[src/rtl/param_sync_fifo_if.sv]
// Producer/consumer-facing bundle for param_sync_fifo.
// The FIFO connects through the slave modport, and the driving side through the master modport.
interface FIFO_if #(
    parameter int FIFO_WIDTH = 16,
    parameter int FIFO_DEPTH = 8
);
    localparam int CW = $clog2(FIFO_DEPTH + 1);

    logic                  wr_en;
    logic                  rd_en;
    logic [FIFO_WIDTH-1:0] data_in;
    logic [FIFO_WIDTH-1:0] data_out;
    logic                  wr_ack;
    logic                  overflow;
    logic                  underflow;
    logic                  full;
    logic                  empty;
    logic                  almostfull;
    logic                  almostempty;
    logic [CW-1:0]         count;

    modport master (
        output wr_en, rd_en, data_in,
        input  data_out, wr_ack, overflow, underflow,
               full, empty, almostfull, almostempty, count
    );

    modport slave (
        input  wr_en, rd_en, data_in,
        output data_out, wr_ack, overflow, underflow,
               full, empty, almostfull, almostempty, count
    );
endinterface

[src/rtl/param_sync_fifo.sv]
// Single-clock FIFO with configurable width and depth, almost-full/almost-empty thresholds,
// an occupancy count, and either a registered read or a first-word-fall-through read.
module param_sync_fifo #(
    parameter int FIFO_WIDTH     = 16,
    parameter int FIFO_DEPTH     = 8,
    parameter int ALMOSTFULL_TH  = 7,
    parameter int ALMOSTEMPTY_TH = 1,
    parameter int FWFT           = 0
) (
    input  logic  clk,
    input  logic  rst,
    FIFO_if.slave f
);
    localparam int CW = $clog2(FIFO_DEPTH + 1);
    localparam int PW = (FIFO_DEPTH > 1) ? $clog2(FIFO_DEPTH) : 1;

    logic [FIFO_WIDTH-1:0] mem [FIFO_DEPTH];
    logic [PW-1:0]         wr_ptr, rd_ptr;
    logic [CW-1:0]         count_q;
    logic                  wr_ack_q, overflow_q, underflow_q;
    logic                  empty_w, full_w, rd_ok, wr_ok;

    // Depth need not be a power of two, so wrap on an explicit compare.
    function automatic logic [PW-1:0] ptr_inc(input logic [PW-1:0] p);
        return (p == PW'(FIFO_DEPTH - 1)) ? '0 : p + PW'(1);
    endfunction

    assign empty_w = (count_q == '0);
    assign full_w  = (count_q == CW'(FIFO_DEPTH));
    assign rd_ok   = f.rd_en && !empty_w;
    // When full, a same-edge read frees the slot that the write then uses.
    assign wr_ok   = f.wr_en && (!full_w || rd_ok);

    always_ff @(posedge clk) begin
        if (wr_ok) mem[wr_ptr] <= f.data_in;
    end

    always_ff @(posedge clk or posedge rst) begin
        if (rst) begin
            wr_ptr      <= '0;
            rd_ptr      <= '0;
            count_q     <= '0;
            wr_ack_q    <= 1'b0;
            overflow_q  <= 1'b0;
            underflow_q <= 1'b0;
        end else begin
            if (wr_ok) wr_ptr <= ptr_inc(wr_ptr);
            if (rd_ok) rd_ptr <= ptr_inc(rd_ptr);
            case ({wr_ok, rd_ok})
                2'b10:   count_q <= count_q + CW'(1);
                2'b01:   count_q <= count_q - CW'(1);
                default: count_q <= count_q;
            endcase
            wr_ack_q    <= wr_ok;
            overflow_q  <= f.wr_en && !wr_ok;
            underflow_q <= f.rd_en && !rd_ok;
        end
    end

    generate
        if (FWFT != 0) begin : g_fwft
            // The head word is visible as soon as it is written. The output is 0 while empty, so unwritten RAM is never exposed.
            assign f.data_out = empty_w ? '0 : mem[rd_ptr];
        end else begin : g_std
            logic [FIFO_WIDTH-1:0] dout_q;
            always_ff @(posedge clk or posedge rst) begin
                if (rst)        dout_q <= '0;
                else if (rd_ok) dout_q <= mem[rd_ptr];
            end
            assign f.data_out = dout_q;
        end
    endgenerate

    assign f.wr_ack      = wr_ack_q;
    assign f.overflow    = overflow_q;
    assign f.underflow   = underflow_q;
    assign f.count       = count_q;
    assign f.empty       = empty_w;
    assign f.full        = full_w;
    assign f.almostfull  = (count_q >= CW'(ALMOSTFULL_TH));
    assign f.almostempty = (count_q <= CW'(ALMOSTEMPTY_TH));
endmodule
[src/flat_wrapper.sv]
// flat-port wrapper written by rule: the top's interface ports become plain ports
module param_sync_fifo_flat 
#(
    parameter int FIFO_WIDTH     = 16,
    parameter int FIFO_DEPTH     = 8,
    parameter int ALMOSTFULL_TH  = 7,
    parameter int ALMOSTEMPTY_TH = 1,
    parameter int FWFT           = 0
)
  (clk, rst, f_wr_en, f_rd_en, f_data_in, f_data_out, f_wr_ack, f_overflow, f_underflow, f_full, f_empty, f_almostfull, f_almostempty, f_count);
  FIFO_if #(.FIFO_WIDTH(FIFO_WIDTH), .FIFO_DEPTH(FIFO_DEPTH)) f_i ();
  input  logic clk;
  input  logic rst;
  input wire logic [$bits(f_i.wr_en)-1:0] f_wr_en;
  input wire logic [$bits(f_i.rd_en)-1:0] f_rd_en;
  input wire logic [$bits(f_i.data_in)-1:0] f_data_in;
  output wire logic [$bits(f_i.data_out)-1:0] f_data_out;
  output wire logic [$bits(f_i.wr_ack)-1:0] f_wr_ack;
  output wire logic [$bits(f_i.overflow)-1:0] f_overflow;
  output wire logic [$bits(f_i.underflow)-1:0] f_underflow;
  output wire logic [$bits(f_i.full)-1:0] f_full;
  output wire logic [$bits(f_i.empty)-1:0] f_empty;
  output wire logic [$bits(f_i.almostfull)-1:0] f_almostfull;
  output wire logic [$bits(f_i.almostempty)-1:0] f_almostempty;
  output wire logic [$bits(f_i.count)-1:0] f_count;
  assign f_i.wr_en = f_wr_en;
  assign f_i.rd_en = f_rd_en;
  assign f_i.data_in = f_data_in;
  assign f_data_out = f_i.data_out;
  assign f_wr_ack = f_i.wr_ack;
  assign f_overflow = f_i.overflow;
  assign f_underflow = f_i.underflow;
  assign f_full = f_i.full;
  assign f_empty = f_i.empty;
  assign f_almostfull = f_i.almostfull;
  assign f_almostempty = f_i.almostempty;
  assign f_count = f_i.count;
  param_sync_fifo #(.FIFO_WIDTH(FIFO_WIDTH), .FIFO_DEPTH(FIFO_DEPTH), .ALMOSTFULL_TH(ALMOSTFULL_TH), .ALMOSTEMPTY_TH(ALMOSTEMPTY_TH), .FWFT(FWFT)) u_core (.clk(clk), .rst(rst), .f(f_i));
endmodule
[config.mk]
export PLATFORM = sky130hd
export DESIGN_NAME = param_sync_fifo_flat
export DESIGN_NICKNAME = d
export VERILOG_FILES = /design/src/rtl/param_sync_fifo_if.sv /design/src/rtl/param_sync_fifo.sv /design/src/flat_wrapper.sv
export SDC_FILE = /design/constraint.sdc
export NUM_CORES = 1
export LEC_CHECK = 0
export ABC_AREA = 1
export CAP_MARGIN = 30
export CORE_UTILIZATION = 45
export DETAILED_ROUTE_END_ITERATION = 8
export SYNTH_ARGS = -nofsm -noshare
export SYNTH_HDL_FRONTEND = slang
export SYNTH_SLANG_ARGS = --single-unit
[constraint.sdc]
create_clock -name clk -period 3.1 [get_ports clk]
set_clock_uncertainty 0.05 [all_clocks]
set_input_delay 0.31 -clock clk [delete_from_list [all_inputs] [get_ports clk]]
set_output_delay 0.31 -clock clk [all_outputs]
set_load 0.03 [all_outputs]
==> flow_summary.toml <==
[run_status]
outcome = "finished clean"

[clock_tree]
clkLatencyLatePin_ps = 420
clockRootBuffer = "clkbuf_16"
hold_buffers = 0
postCtsSetupRepairBufs = 0
clk_pin_slew_ps = 50
htreeDepth = 4
cts_resized = 0
cts_tree = "done"
cts_max_path_buffers = 2
cts_buffers = 17
clock-sinks = 157

[setup_path]
crit_buf_inv = 3
crit_type = "reg -> out"
cp_common_cell = "inv_1"
cp.required_ps = 2740
cp_top_family = "buffers and inverters"
worst-path-max-fanout = 5
cp.arrival_ps = 2120
cp_cell_sequence = "inv_1, ha_1, inv_1, nor2_2, clkdlybuf4s50_1"
slowest_delay_ps = 700
endpoint_kind = "output port"
worstSetupStartpoint = "u_core.f.count[0]"
slowest_stage = "clkdlybuf4s50_1"
r2r_start = "u_core.f.count[0]"
cp-start-kind = "register"

[drt]
num_vias = 4425
ant_nets = 0
drt-wirelength-per-cell_um = 16.24
vias_per_cell = 4.895
route.detailed.drc = 0
dr.pass1.iters = 5
drtIter0Drc = 301
wirelength_um = 14680

[global_route]
overflow = 0
grt_pass1_wl_um = 23080
grt_pass1_vias = 4318
grt_usage = 0.2083
antenna_found_initial = 0
grt_max_degree = 66

[power_and_ir_drop]
ir_worst_vdd_mv = 0.4034
p_leak_uw = 0.003483
pwr_density_cell_nw_per_um2 = 934.6

[sta]
maxSlewHeadroom = 0.5214
finalSetupViolCount = 0
drv_slew = 0
hold_viol = 0
max_freq_mhz = 403.5
tightest_slew_ps = 717.8
fin_tns_setup_ps = 0
timing.final.crit_period_ps = 2479
rsz0062_at_grt = "no"
period_share = 0.7995

[synthesis]
ys_types = 25
syn_area_sq_um = 6711
ys_warn_count = 0
synth-edff-count = 128
syn-num-nets = 679
yosysSeqAreaShare = 0.6808
synth_flop_cell = "edfxtp_1"
synth_async_sr_flop_share = 0.1847
synth_seq_cells = 157
syn_avg_cell_area_sq_um = 10.31
synthCells = 651

[die]
fp.dieH_um = 124.1
io_pins = 47
die_area_sq_um = 15410
coreArea_sq_um = 14530
die_w_um = 124.1
placementRows = 44
start_util = 0.4618

[min_path]
hold_path_class = "in -> async"

[finish]
diodes = 0
final_layout_size_suffix_gt1_frac = 0.06528
fillers = 1291
layout.nets = 735
final_core_util = 0.5463
syn_to_final_growth_pct = 18.31

[place]
dp_hpwl_um = 8764
port-buffer-count = 46
place_congestion = 0.8064

[flow_run]
max_cap_viol_count = 0
==> flip-flops by register name (all words and copies together) (netlist names) <==
| name | count |
|---|---|
| u_core.f.underflow | 1 |
| u_core.f.overflow | 1 |
| u_core.rd_ptr | 3 |
| u_core.f.data_out | 16 |
| u_core.f.wr_ack | 1 |
| u_core.f.count | 4 |
| u_core.wr_ptr | 3 |
| u_core.mem | 128 |
==> kinds of logic after synthesis <==
group	Yosys count	synth area share
simple gates	328	0.2053
buf+inv	143	0.08557
compound gates	12	0.009509
fa+ha+maj	8	0.01491
flops	157	0.6808
xor+xnor	3	0.003916
==> power breakdown <==
part,leakage (uW),internal (uW),switching (uW)
logic,0.00173,929,1780
registers,0.00151,2710,174
clock network,0.000244,1060,762
total,0.00348,4700,2720
==> final cells by class <==
cell class	count	area [sq um]	share of cell area
inverter	116	435.4	0.05484
timing repair buffer	64	628.1	0.07910
multi-input combinational	351	1568	0.1974
clock inverter	3	17.52	0.002206
clock buffer	29	490.5	0.06177
sequential	157	4571	0.5756
tap	184	230.2	0.02899
==> metal layers <==
metal / track usage / wire (um)
met1: 0.2633 / 6610
met2: 0.3429 / 7173
met3: 0.04808 / 591
met4: 0.08854 / 303
met5: 0 / 0
==> synth_stat cells (all sizes together) (2+ instances only) <==
| library cell | n | share of area |
|---|---|---|
| ha | 8 | 0.015 |
| o21ai | 8 | 0.0060 |
| clkbuf | 6 | 0.0034 |
| xnor2 | 2 | 0.0026 |
| inv | 115 | 0.064 |
| nand2 | 213 | 0.12 |
| edfxtp | 128 | 0.57 |
| buf | 21 | 0.017 |
| nor2 | 13 | 0.0088 |
| dfrtp | 29 | 0.11 |
| nand3 | 99 | 0.074 |
| nor3 | 2 | 0.0022 |
| a21oi | 2 | 0.0015 |
==> cells in the final DEF, fill, tap and decap left out, types with 2 or more instances in the layout <==
cell and count:
a21oi_1 2, buf_4 16, clkbuf_1 10, clkbuf_16 17, clkbuf_8 2, clkdlybuf4s50_1 46, clkinv_1 2, clkinv_2 2
dfrtp_1 28, edfxtp_1 128, ha_1 8, inv_1 112, inv_2 2, nand2_1 212, nand3_1 99, nor2_1 11
o21ai_0 8, xnor2_1 2
==> worst paths after layout <==
kind	end	slack, ps	depth (start not counted)
worst max-delay path	f_empty	620	5
worst min-delay path	u_core.f.data_out[3]	250	2
worst max register to register	u_core.mem[4][1]	800	8
worst min register to register	u_core.f.data_out[4]	430	2
max in group asynchronous	u_core.f.count[1]	2040	3
min in group clk	u_core.f.overflow	420	3
==> per-stage QoR <==
| step | hold WS, ps | instance area, sq um | cells | worst slack (ps) | total power (uW) |
|---|---|---|---|---|---|
| after floorplan | 338.1 | 6711 | 651 | 424.1 | 4692 |
| after global placement | 415.3 | 7405 | 871 | 858.6 | 5568 |
| after detailed placement | 415.8 | 7432 | 872 | 781.0 | 5646 |
| after CTS | 261.5 | 7940 | 904 | 587.1 | 7486 |
| after global routing | 299.0 | 7940 | 904 | 476.8 | 7862 |
| final | 250.3 | 7940 | 904 | 621.5 | 7421 |
Power figures use the tool's default switching activity.
